--- src/rtl/mem_arb_pkg.sv ---
// Shared definitions for the line-memory arbiter: FSM states, default
// geometry and requester identifiers used by the round-robin pointer.
package mem_arb_pkg;

    localparam int ADDR_BITS_DEF = 10;
    localparam int LINE_BITS_DEF = 128;

    // Requester identifiers held in the round-robin pointer
    localparam logic REQ_IC = 1'b0;
    localparam logic REQ_DC = 1'b1;

    typedef enum logic [1:0] {
        ST_IDLE = 2'd0,
        ST_RD_I = 2'd1,
        ST_RD_D = 2'd2,
        ST_WR   = 2'd3
    } arb_state_e;

    // The read requester that follows the one just served
    function automatic logic rr_other(input logic who);
        return (who == REQ_IC) ? REQ_DC : REQ_IC;
    endfunction

endpackage

--- src/rtl/mem_arbiter_if.sv ---
// Bundles the cache-side and memory-side buses of the line-memory arbiter.
// slave  : the arbiter's view.
// master : the environment's view (caches plus line memory).
interface mem_arbiter_if #(
    parameter int ADDR_BITS = 10,
    parameter int LINE_BITS = 128
);
    // I-cache fill
    logic                 Ic_mem_req;
    logic [ADDR_BITS-1:0] Ic_mem_addr;
    logic [LINE_BITS-1:0] F_mem_inst;
    logic                 F_mem_valid;
    // D-cache fill
    logic                 Dc_mem_req;
    logic [ADDR_BITS-1:0] Dc_mem_addr;
    logic [LINE_BITS-1:0] MEM_data_line;
    logic                 MEM_mem_valid;
    // D-cache write-back post
    logic                 Dc_wb_we;
    logic [ADDR_BITS-1:0] Dc_wb_addr;
    logic [LINE_BITS-1:0] Dc_wb_wline;
    logic                 Dc_wb_busy;
    // Line memory
    logic                 Arb_mem_req;
    logic                 Arb_mem_we;
    logic [ADDR_BITS-1:0] Arb_mem_addr;
    logic [LINE_BITS-1:0] Arb_mem_wline;
    logic [LINE_BITS-1:0] Arb_mem_rline;
    logic                 Arb_mem_valid;
    // Status
    logic                 Arb_err;

    modport slave (
        input  Ic_mem_req, Ic_mem_addr,
        output F_mem_inst, F_mem_valid,
        input  Dc_mem_req, Dc_mem_addr,
        output MEM_data_line, MEM_mem_valid,
        input  Dc_wb_we, Dc_wb_addr, Dc_wb_wline,
        output Dc_wb_busy,
        output Arb_mem_req, Arb_mem_we, Arb_mem_addr, Arb_mem_wline,
        input  Arb_mem_rline, Arb_mem_valid,
        output Arb_err
    );

    modport master (
        output Ic_mem_req, Ic_mem_addr,
        input  F_mem_inst, F_mem_valid,
        output Dc_mem_req, Dc_mem_addr,
        input  MEM_data_line, MEM_mem_valid,
        output Dc_wb_we, Dc_wb_addr, Dc_wb_wline,
        input  Dc_wb_busy,
        input  Arb_mem_req, Arb_mem_we, Arb_mem_addr, Arb_mem_wline,
        output Arb_mem_rline, Arb_mem_valid,
        input  Arb_err
    );

endinterface

--- src/rtl/mem_arbiter_wb_post_buf.sv ---
// One-entry posted write-back buffer. A post is accepted only while empty;
// a post while full is dropped and flagged as an overflow for that cycle.
module wb_post_buf
    import mem_arb_pkg::*;
#(
    parameter int ADDR_BITS = ADDR_BITS_DEF,
    parameter int LINE_BITS = LINE_BITS_DEF
) (
    input  logic                 clk,
    input  logic                 rst_n,
    input  logic                 post_we,
    input  logic [ADDR_BITS-1:0] post_addr,
    input  logic [LINE_BITS-1:0] post_line,
    input  logic                 clr,
    output logic                 valid,
    output logic [ADDR_BITS-1:0] addr,
    output logic [LINE_BITS-1:0] line,
    output logic                 ovf
);

    logic                 valid_r;
    logic [ADDR_BITS-1:0] addr_r;
    logic [LINE_BITS-1:0] line_r;

    // Capture a post into an empty entry, otherwise release on write completion
    always_ff @(posedge clk or negedge rst_n) begin
        if (!rst_n) begin
            valid_r <= 1'b0;
            addr_r  <= '0;
            line_r  <= '0;
        end else if (post_we && !valid_r) begin
            valid_r <= 1'b1;
            addr_r  <= post_addr;
            line_r  <= post_line;
        end else if (clr) begin
            valid_r <= 1'b0;
        end else begin
            valid_r <= valid_r;
        end
    end

    assign valid = valid_r;
    assign addr  = addr_r;
    assign line  = line_r;
    // Contents stay untouched on overflow; only the flag reports it
    assign ovf   = post_we & valid_r;

endmodule

--- src/rtl/mem_arbiter.sv ---
// Arbiter for the single-port line memory shared by I-cache fill, D-cache
// fill and D-cache write-back. Write-back always wins in IDLE; the two
// fills alternate through a round-robin pointer only when both ask at once.
// Exactly one memory transaction is in flight; every completion returns to
// IDLE, leaving one idle cycle between transactions.
module mem_arbiter
    import mem_arb_pkg::*;
#(
    parameter int ADDR_BITS = ADDR_BITS_DEF,
    parameter int LINE_BITS = LINE_BITS_DEF
) (
    input  logic         clk,
    input  logic         rst,
    mem_arbiter_if.slave bus
);

    arb_state_e           state_r, state_s;
    logic                 rr_r, rr_s;
    logic                 mem_we_r, mem_we_s;
    logic [ADDR_BITS-1:0] mem_addr_r, mem_addr_s;
    logic [LINE_BITS-1:0] mem_wline_r, mem_wline_s;
    logic                 err_r, err_s;

    logic                 wb_pending_s;
    logic                 buf_clr_s;
    logic                 buf_valid_s;
    logic [ADDR_BITS-1:0] buf_addr_s;
    logic [LINE_BITS-1:0] buf_line_s;
    logic                 buf_ovf_s;

    wb_post_buf #(
        .ADDR_BITS (ADDR_BITS),
        .LINE_BITS (LINE_BITS)
    ) u_wb_buf (
        .clk       (clk),
        .rst_n     (rst),
        .post_we   (bus.Dc_wb_we),
        .post_addr (bus.Dc_wb_addr),
        .post_line (bus.Dc_wb_wline),
        .clr       (buf_clr_s),
        .valid     (buf_valid_s),
        .addr      (buf_addr_s),
        .line      (buf_line_s),
        .ovf       (buf_ovf_s)
    );

    // A post seen this very cycle counts as pending, so it beats a same-cycle fill
    assign wb_pending_s = buf_valid_s | bus.Dc_wb_we;

    // State, round-robin pointer, transaction registers and sticky error
    always_ff @(posedge clk or negedge rst) begin
        if (!rst) begin
            state_r     <= ST_IDLE;
            rr_r        <= REQ_IC;
            mem_we_r    <= 1'b0;
            mem_addr_r  <= '0;
            mem_wline_r <= '0;
            err_r       <= 1'b0;
        end else begin
            state_r     <= state_s;
            rr_r        <= rr_s;
            mem_we_r    <= mem_we_s;
            mem_addr_r  <= mem_addr_s;
            mem_wline_r <= mem_wline_s;
            err_r       <= err_s;
        end
    end

    // Arbitration in IDLE, completion detection in the busy states
    always_comb begin
        state_s     = state_r;
        rr_s        = rr_r;
        mem_we_s    = mem_we_r;
        mem_addr_s  = mem_addr_r;
        mem_wline_s = mem_wline_r;
        buf_clr_s   = 1'b0;
        case (state_r)
            ST_IDLE: begin
                if (wb_pending_s) begin
                    state_s  = ST_WR;
                    mem_we_s = 1'b1;
                    // An empty buffer captures on this same edge, so take the bus copy
                    if (buf_valid_s) begin
                        mem_addr_s  = buf_addr_s;
                        mem_wline_s = buf_line_s;
                    end else begin
                        mem_addr_s  = bus.Dc_wb_addr;
                        mem_wline_s = bus.Dc_wb_wline;
                    end
                end else if (bus.Ic_mem_req && bus.Dc_mem_req) begin
                    mem_we_s    = 1'b0;
                    mem_wline_s = '0;
                    rr_s        = rr_other(rr_r);
                    if (rr_r == REQ_IC) begin
                        state_s    = ST_RD_I;
                        mem_addr_s = bus.Ic_mem_addr;
                    end else begin
                        state_s    = ST_RD_D;
                        mem_addr_s = bus.Dc_mem_addr;
                    end
                end else if (bus.Ic_mem_req) begin
                    state_s     = ST_RD_I;
                    mem_we_s    = 1'b0;
                    mem_addr_s  = bus.Ic_mem_addr;
                    mem_wline_s = '0;
                end else if (bus.Dc_mem_req) begin
                    state_s     = ST_RD_D;
                    mem_we_s    = 1'b0;
                    mem_addr_s  = bus.Dc_mem_addr;
                    mem_wline_s = '0;
                end else begin
                    state_s = ST_IDLE;
                end
            end
            ST_RD_I, ST_RD_D: begin
                if (bus.Arb_mem_valid) begin
                    state_s = ST_IDLE;
                end else begin
                    state_s = state_r;
                end
            end
            ST_WR: begin
                if (bus.Arb_mem_valid) begin
                    state_s   = ST_IDLE;
                    buf_clr_s = 1'b1;
                end else begin
                    state_s = ST_WR;
                end
            end
            default: begin
                state_s = ST_IDLE;
            end
        endcase
    end

    // Sticky error: dropped post, or a memory completion nobody asked for
    always_comb begin
        err_s = err_r;
        if (buf_ovf_s || ((state_r == ST_IDLE) && bus.Arb_mem_valid)) begin
            err_s = 1'b1;
        end else begin
            err_s = err_r;
        end
    end

    assign bus.Arb_mem_req   = (state_r != ST_IDLE);
    assign bus.Arb_mem_we    = mem_we_r;
    assign bus.Arb_mem_addr  = mem_addr_r;
    assign bus.Arb_mem_wline = mem_wline_r;
    assign bus.Dc_wb_busy    = buf_valid_s;
    assign bus.Arb_err       = err_r;

    // Completion pulses and read data pass straight through to the granted cache only
    assign bus.F_mem_valid   = (state_r == ST_RD_I) & bus.Arb_mem_valid;
    assign bus.MEM_mem_valid = (state_r == ST_RD_D) & bus.Arb_mem_valid;
    assign bus.F_mem_inst    = (state_r == ST_RD_I) ? bus.Arb_mem_rline : '0;
    assign bus.MEM_data_line = (state_r == ST_RD_D) ? bus.Arb_mem_rline : '0;

endmodule

--- src/flat_wrapper.sv ---
// flat-port wrapper written by rule: the top's interface ports become plain ports
module mem_arbiter_flat import mem_arb_pkg::*;
#(
    parameter int ADDR_BITS = ADDR_BITS_DEF,
    parameter int LINE_BITS = LINE_BITS_DEF
)
  (clk, rst, bus_Ic_mem_req, bus_Ic_mem_addr, bus_F_mem_inst, bus_F_mem_valid, bus_Dc_mem_req, bus_Dc_mem_addr, bus_MEM_data_line, bus_MEM_mem_valid, bus_Dc_wb_we, bus_Dc_wb_addr, bus_Dc_wb_wline, bus_Dc_wb_busy, bus_Arb_mem_req, bus_Arb_mem_we, bus_Arb_mem_addr, bus_Arb_mem_wline, bus_Arb_mem_rline, bus_Arb_mem_valid, bus_Arb_err);
  mem_arbiter_if #(.ADDR_BITS(ADDR_BITS), .LINE_BITS(LINE_BITS)) bus_i ();
  input  logic clk;
  input  logic rst;
  input wire logic [$bits(bus_i.Ic_mem_req)-1:0] bus_Ic_mem_req;
  input wire logic [$bits(bus_i.Ic_mem_addr)-1:0] bus_Ic_mem_addr;
  output wire logic [$bits(bus_i.F_mem_inst)-1:0] bus_F_mem_inst;
  output wire logic [$bits(bus_i.F_mem_valid)-1:0] bus_F_mem_valid;
  input wire logic [$bits(bus_i.Dc_mem_req)-1:0] bus_Dc_mem_req;
  input wire logic [$bits(bus_i.Dc_mem_addr)-1:0] bus_Dc_mem_addr;
  output wire logic [$bits(bus_i.MEM_data_line)-1:0] bus_MEM_data_line;
  output wire logic [$bits(bus_i.MEM_mem_valid)-1:0] bus_MEM_mem_valid;
  input wire logic [$bits(bus_i.Dc_wb_we)-1:0] bus_Dc_wb_we;
  input wire logic [$bits(bus_i.Dc_wb_addr)-1:0] bus_Dc_wb_addr;
  input wire logic [$bits(bus_i.Dc_wb_wline)-1:0] bus_Dc_wb_wline;
  output wire logic [$bits(bus_i.Dc_wb_busy)-1:0] bus_Dc_wb_busy;
  output wire logic [$bits(bus_i.Arb_mem_req)-1:0] bus_Arb_mem_req;
  output wire logic [$bits(bus_i.Arb_mem_we)-1:0] bus_Arb_mem_we;
  output wire logic [$bits(bus_i.Arb_mem_addr)-1:0] bus_Arb_mem_addr;
  output wire logic [$bits(bus_i.Arb_mem_wline)-1:0] bus_Arb_mem_wline;
  input wire logic [$bits(bus_i.Arb_mem_rline)-1:0] bus_Arb_mem_rline;
  input wire logic [$bits(bus_i.Arb_mem_valid)-1:0] bus_Arb_mem_valid;
  output wire logic [$bits(bus_i.Arb_err)-1:0] bus_Arb_err;
  assign bus_i.Ic_mem_req = bus_Ic_mem_req;
  assign bus_i.Ic_mem_addr = bus_Ic_mem_addr;
  assign bus_F_mem_inst = bus_i.F_mem_inst;
  assign bus_F_mem_valid = bus_i.F_mem_valid;
  assign bus_i.Dc_mem_req = bus_Dc_mem_req;
  assign bus_i.Dc_mem_addr = bus_Dc_mem_addr;
  assign bus_MEM_data_line = bus_i.MEM_data_line;
  assign bus_MEM_mem_valid = bus_i.MEM_mem_valid;
  assign bus_i.Dc_wb_we = bus_Dc_wb_we;
  assign bus_i.Dc_wb_addr = bus_Dc_wb_addr;
  assign bus_i.Dc_wb_wline = bus_Dc_wb_wline;
  assign bus_Dc_wb_busy = bus_i.Dc_wb_busy;
  assign bus_Arb_mem_req = bus_i.Arb_mem_req;
  assign bus_Arb_mem_we = bus_i.Arb_mem_we;
  assign bus_Arb_mem_addr = bus_i.Arb_mem_addr;
  assign bus_Arb_mem_wline = bus_i.Arb_mem_wline;
  assign bus_i.Arb_mem_rline = bus_Arb_mem_rline;
  assign bus_i.Arb_mem_valid = bus_Arb_mem_valid;
  assign bus_Arb_err = bus_i.Arb_err;
  mem_arbiter #(.ADDR_BITS(ADDR_BITS), .LINE_BITS(LINE_BITS)) u_core (.clk(clk), .rst(rst), .bus(bus_i));
endmodule
--- config.mk ---
export PLATFORM = sky130hd
export DESIGN_NAME = mem_arbiter_flat
export DESIGN_NICKNAME = d
export VERILOG_FILES = /design/src/rtl/mem_arb_pkg.sv /design/src/rtl/mem_arbiter_if.sv /design/src/rtl/mem_arbiter_wb_post_buf.sv /design/src/rtl/mem_arbiter.sv /design/src/flat_wrapper.sv
export SDC_FILE = /design/constraint.sdc
export NUM_CORES = 1
export LEC_CHECK = 0
export BUFFER_PORTS_ARGS = -buffer_cell sky130_fd_sc_hd__buf_2
export CAP_MARGIN = 5
export CELL_PAD_IN_SITES_DETAIL_PLACEMENT = 1
export CELL_PAD_IN_SITES_GLOBAL_PLACEMENT = 2
export CORE_AREA = 5 5 269 271
export CTS_BUF_LIST = sky130_fd_sc_hd__clkbuf_8 sky130_fd_sc_hd__clkbuf_16
export DETAILED_ROUTE_END_ITERATION = 8
export DIE_AREA = 0 0 274 276
export GPL_TIMING_DRIVEN = 1
export PLACE_DENSITY_LB_ADDON = 0.1
export SLEW_MARGIN = 30
export SYNTH_ARGS = -nofsm -noshare
export SYNTH_HDL_FRONTEND = slang
export SYNTH_SLANG_ARGS = --single-unit
--- constraint.sdc ---
create_clock -name clk -period 2 [get_ports clk]
set_input_delay 0.2 -clock clk [delete_from_list [all_inputs] [get_ports clk]]
set_output_delay 0.2 -clock clk [all_outputs]
set_load 0.01 [all_outputs]
; ---- Word-level counts from Yosys, hierarchy flattened
; Cells that the tools add are included.
[word_totals]
ff_bits = 282
inputBits = 292
out_inout_bits = 400
[op_classes]
muxes = 30
bitwise = 5
n_reduce_logical = 12
n_eq_ne = 4
[op_table]
columns = cell, n
row1 = two-way mux 128 bit, 7
row2 = two-way mux 10 bit, 6
row3 = two-way mux 2 bit, 7
row4 = two-way mux 1 bit, 9
row5 = one-hot mux 2 bit (3 select lines), 1
row6 = equality test 2 bit (second input constant), 2
row7 = nonzero test 2 bit, 2
row8 = nonzero test 4 bit, 1
row9 = AND 1 bit, 3
row10 = logical AND 1 bit, 3
row11 = AND reduction 3 bit, 1
row12 = equality test 2 x 1 -> 1 bit (second input constant), 1
row13 = logical NOT 2 bit, 1
row14 = inequality test 2 bit (second input constant), 1
row15 = AND reduction 2 bit, 1
row16 = OR reduction 2 bit, 1
row17 = logical NOT 1 bit, 1
row18 = logical OR 1 bit, 1
row19 = NOT 1 bit, 1
row20 = bitwise OR 1 bit, 1

; ---- Depth between registers and ports, before layout
[logic_depth]
depth_word = 5
depth_mapped = 9
ltp_nobuf = 5

; ---- By module
; Synthesis repeated with hierarchy kept, for this count alone.
[unflattened]
hier_cells = 1252
area_unflattened_um2 = 14208.6
[modules_own_cells]
columns = module, area_each_um2, cells_per_inst, seq_area_each_um2, instances
row1 = mem_arbiter, 8560.7, 956, 3578.4, 1
row2 = wb_post_buf, 5647.9, 296, 3478.3, 1

; ---- Least setup slack after synthesis
; No wires, ideal clock.
[synth_timing]
path_kind = reg-to-reg
start = register u_core.state_r[0]
end = register u_core.mem_wline_r[105] (netlist: u_core.bus.Arb_mem_wline[105])
setup_slack_ns = 0.363
synth_period_minus_slack_ns = 1.637
path_stages_with_launch = 10
t_required_ns = 1.918
arrival_ns = 1.555
setup_ns = 0.082
path_buffers = 4
path_cell_list = dfrtp_1 inv_1 ha_1 buf_2 o41a_1 buf_2 buf_6 buf_2 nor2_1 a31oi_1
[synth_via]
elab_chain_len = 2
[synth_rtl]
columns = element, line_no
row1 = start: declaration, mem_arbiter.sv:17  ; arb_state_e state_r, state_s;
row2 = start signal: assignment, mem_arbiter.sv:60  ; state_r <= state_s;
row3 = logical NOT 2 bit, mem_arbiter.sv:77  ; case (state_r)
row4 = AND reduction 2 bit (no line), -
row5 = end signal: assignment, mem_arbiter.sv:64  ; mem_wline_r <= mem_wline_s;
row6 = end: declaration, mem_arbiter.sv:21  ; logic [LINE_BITS-1:0] mem_wline_r, mem_wline_s;
; Every way passes these cells.
; A chain may end at the register's enable or synchronous reset.

; ---- Final worst setup path
[layout_timing]
start = register u_core.state_r[0]
end = output port bus_MEM_data_line[24]
[layout_via]
elab_chain_len = 2
[layout_rtl]
columns = element, line_no
row1 = equality test 2 bit, mem_arbiter.sv:157  ; assign bus.MEM_data_line = (state_r == ST_RD_D) ? bus.Arb_mem_rline : '0;
row2 = two-way mux 128 bit, mem_arbiter.sv:157
row3 = end: declaration, flat_wrapper.sv:17  ; output wire logic [$bits(bus_i.MEM_data_line)-1:0] bus_MEM_data_line;
; Every way passes these cells.

==> results_dict.tcl <==
set metrics [dict create \
    synth.largest_area_cell "dfrtp_1" \
    fin_crit_sh 1.06 \
    cts_tree "built" \
    ant_nets 0 \
    max_slew_margin 0.424 \
    io_buffers 691 \
    ys_warn_count 0 \
    first_pass_iters 4 \
    startpoint "u_core.state_r[0]" \
    reg2reg_from "u_core.state_r[0]" \
    drcViolationCount 0 \
    final_cell_count_no_fill 3349 \
    io_pins 692 \
    dieArea_mm2 0.0756 \
    routed_wirelength_um 90900 \
    crit_required_ps 1800 \
    final_layout_size_suffix_gt1_frac 0.385 \
    r2r_slack_ps 120 \
    synth_area_per_cell_um2 8.56 \
    drtIter0Drc 712 \
    total_power_mw 34.9 \
    fillers 8270 \
    synth-main-ff-cell "dfrtp_1" \
    yosysMostFrequentCell "nand2_1" \
    clock_path_buffers 3 \
    placed_cells 3095 \
    async_reset_ff_frac 1.00 \
    synth_top_family_by_area "simple AND/OR/NAND/NOR gates" \
    synth.distinct_cells 27 \
    rr_endpoint "u_core.bus.Arb_mem_wline[66]" \
    synthSimpleGateAreaFrac 0.330 \
    critPathLaunchType "register" \
    track_usage 0.232 \
    gp_congestion 0.968 \
    status "complete, but fails checks" \
    max-cap-violations 0 \
    endpoint_kind "output pin" \
    fp.dieH_um 276 \
    worstSkewPairLatency_ps 550 \
    clkSinkCount 282 \
    pre_cts_slack_ps 147 \
    netlist_area_mm2 0.0131 \
    grt_max_degree 77 \
    synth-compound-area-share 0.0814 \
    fin_ws_ps -128 \
    first_global_vias 15300 \
    fin_skew_ps 15.9 \
    area_delta_synth_final_pct 68.3 \
    final_util 0.317 \
    worstPathArrival_ps 1930 \
    die_w_um 274 \
    path_clk_slew_ps 50 \
    synth_common_cells "nand2_1, dfrtp_1, and2_1" \
    cts_root_buffer "clkbuf_16" \
    synth_edf_count 0 \
    irDropWorstVdd_mv 0.765 \
    tightest_slew_ps 861 \
    dp_hpwl_um 73700 \
    drv_slew 0 \
    max_stage_delay_ps 440 \
    seq_area_frac_synth 0.539 \
    via_per_inst 4.25 \
    crit_fanout 11 \
    initial_utilization 0.188 \
    antenna_found_initial 41 \
    fin_tns_setup_ps -11430 \
    vias 14200 \
    synth.area.top_cells "dfrtp_1, nand2_1, and2_1" \
    critPathSlowestCell "dfrtp_2" \
    placed_area_mm2 0.0178 \
    fmax_ghz 0.470 \
    synth_xor_xnor_area_share 0.000669 \
    fin_nets 2671 \
    fp.coreArea_mm2 0.0695 \
    critPathKind "register to output pin" \
    finalHoldViolCount 0 \
    yosys-mux-area-fraction 0 \
    synth-adder-area-share 0.00382 \
    crit_end "bus_MEM_data_line[24]" \
    whs_ps 50.0 \
    synth_cells 1530 \
    htree_levels 2 \
    rsz0062_at_grt "yes" \
    grt-ovfl-total 0 \
    hold_path.class "primary input to register" \
    setup_violations 235 \
    syn_nets 1826 \
    r2r_cells 9 \
    design_area_mm2 0.0220 \
    fin_crit_ps 2130 \
    grt_pass1_wl_um 123000 \
    synth_top_area_frac 0.539 \
    cts_buffers 37 \
    crit_chain "inv_2, ha_4, buf_12, buf_6, and2_4, buf_2" \
    violations "setup timing" \
    fp-row-count 97 \
    power_density_mw_per_mm2 1590 \
    routedWlPerCell_um 27.1 \
    ys_seq_elements 282 \
    p_leak_nw 11.3 \
]
-- worst min-delay path by stage --
| stage | start | to | slack, ps | cells past startpoint |
|---|---|---|---|---|
| 2_1_floorplan | rst | u_core.bus.Arb_err | -100 | 0 |
| 3_3_place_gp | rst | u_core.u_wb_buf.line[25] | 160 | 1 |
| 3_5_place_dp | rst | u_core.u_wb_buf.line[25] | 160 | 1 |
| 4_1_cts | bus_Ic_mem_addr[1] | u_core.bus.Arb_mem_addr[1] | 8 | 3 |
| 5_1_grt | bus_Dc_mem_req | u_core.rr_r | 30 | 3 |
| 6_report | bus_Ic_mem_addr[5] | u_core.bus.Arb_mem_addr[5] | 50 | 3 |
-- logic make-up after synthesis --
logic type                 Yosys count
and+or+nand+nor                    967
AOI/OAI and AO/OA                  162
buffers and inverters              114
DFF                                282
adders and majority gates            4
xor gates and xnor gates             1
-- cells in the final DEF (no fill, tap or decap), types with 2 or more instances in the layout --
cell type,netlist,final
dfrtp_1,282,280
buf_6,15,97
nand3_1,20,20
a31oi_1,139,139
clkbuf_16,0,41
dlygate4sd3_1,0,158
and2_1,258,154
o21ai_0,3,3
buf_2,41,563
inv_1,4,14
ha_4,0,3
nor2_1,140,140
buf_12,0,23
and2_4,0,102
buf_4,0,49
clkinv_2,0,2
clkbuf_8,0,6
inv_2,0,2
o22ai_1,2,2
inv_6,0,2
buf_16,0,11
nand2_1,543,543
diode_2,0,13
and2_2,0,2
a221oi_1,10,10
a21oi_1,3,3
buf_8,0,11
-- report_power, final --
part | switching, mW | internal, mW
clock network | 2.55 | 3.57
logic | 10.6 | 8.11
registers | 1.55 | 8.60
-- cell type report --
class                           instances  area, µm²  share of cell area
Clock inverter                         17       92.6             0.00420
Clock buffer                           43       1010              0.0458
Timing Repair Buffer                  916       6890               0.313
Antenna cell                           13       32.5             0.00148
Sequential cell                       282       7060               0.321
Multi-Input combinational cell       1134       5750               0.261
Tap cell                              940       1180              0.0534
Inverter                                4       15.0            0.000682
-- layer usage --
metal / track usage / vias to the layer above / wire length, µm
met1: 0.282 / 6968 / 36700
met5: 0 / - / 34
met4: 0.0688 / 6 / 2900
met3: 0.0716 / 120 / 6870
met2: 0.394 / 533 / 44400
li1: - / 6611 / -
-- repair_timing --
item,4_1_cts,5_1_grt
cloned,9,4
hold buffers,158,0
pin swaps,20,13
endpoints found under the hold margin,441,0
setup endpoints to repair,252,256
gates resized for setup,244,97
buffers inserted,12,2
-- sequential cells by signal (all words and copies together), names as in the netlist --
signal,cells
u_core.bus.Arb_err,1
u_core.bus.Arb_mem_addr,10
u_core.bus.Arb_mem_we,1
u_core.bus.Arb_mem_wline,128
u_core.rr_r,1
u_core.state_r,2
u_core.u_wb_buf.addr,10
u_core.u_wb_buf.line,128
u_core.u_wb_buf.valid,1
-- critical path: cells and delay by family, from the launching register on --
| kind | cells | cell delay, ps |
|---|---|---|
| buffers and inverters | 4 | 580 |
| flip-flops | 1 | 440 |
| AND/OR/NAND/NOR | 1 | 200 |
| adder cells (fa/ha/maj) | 1 | 150 |
(Power assumes the default switching activity.)
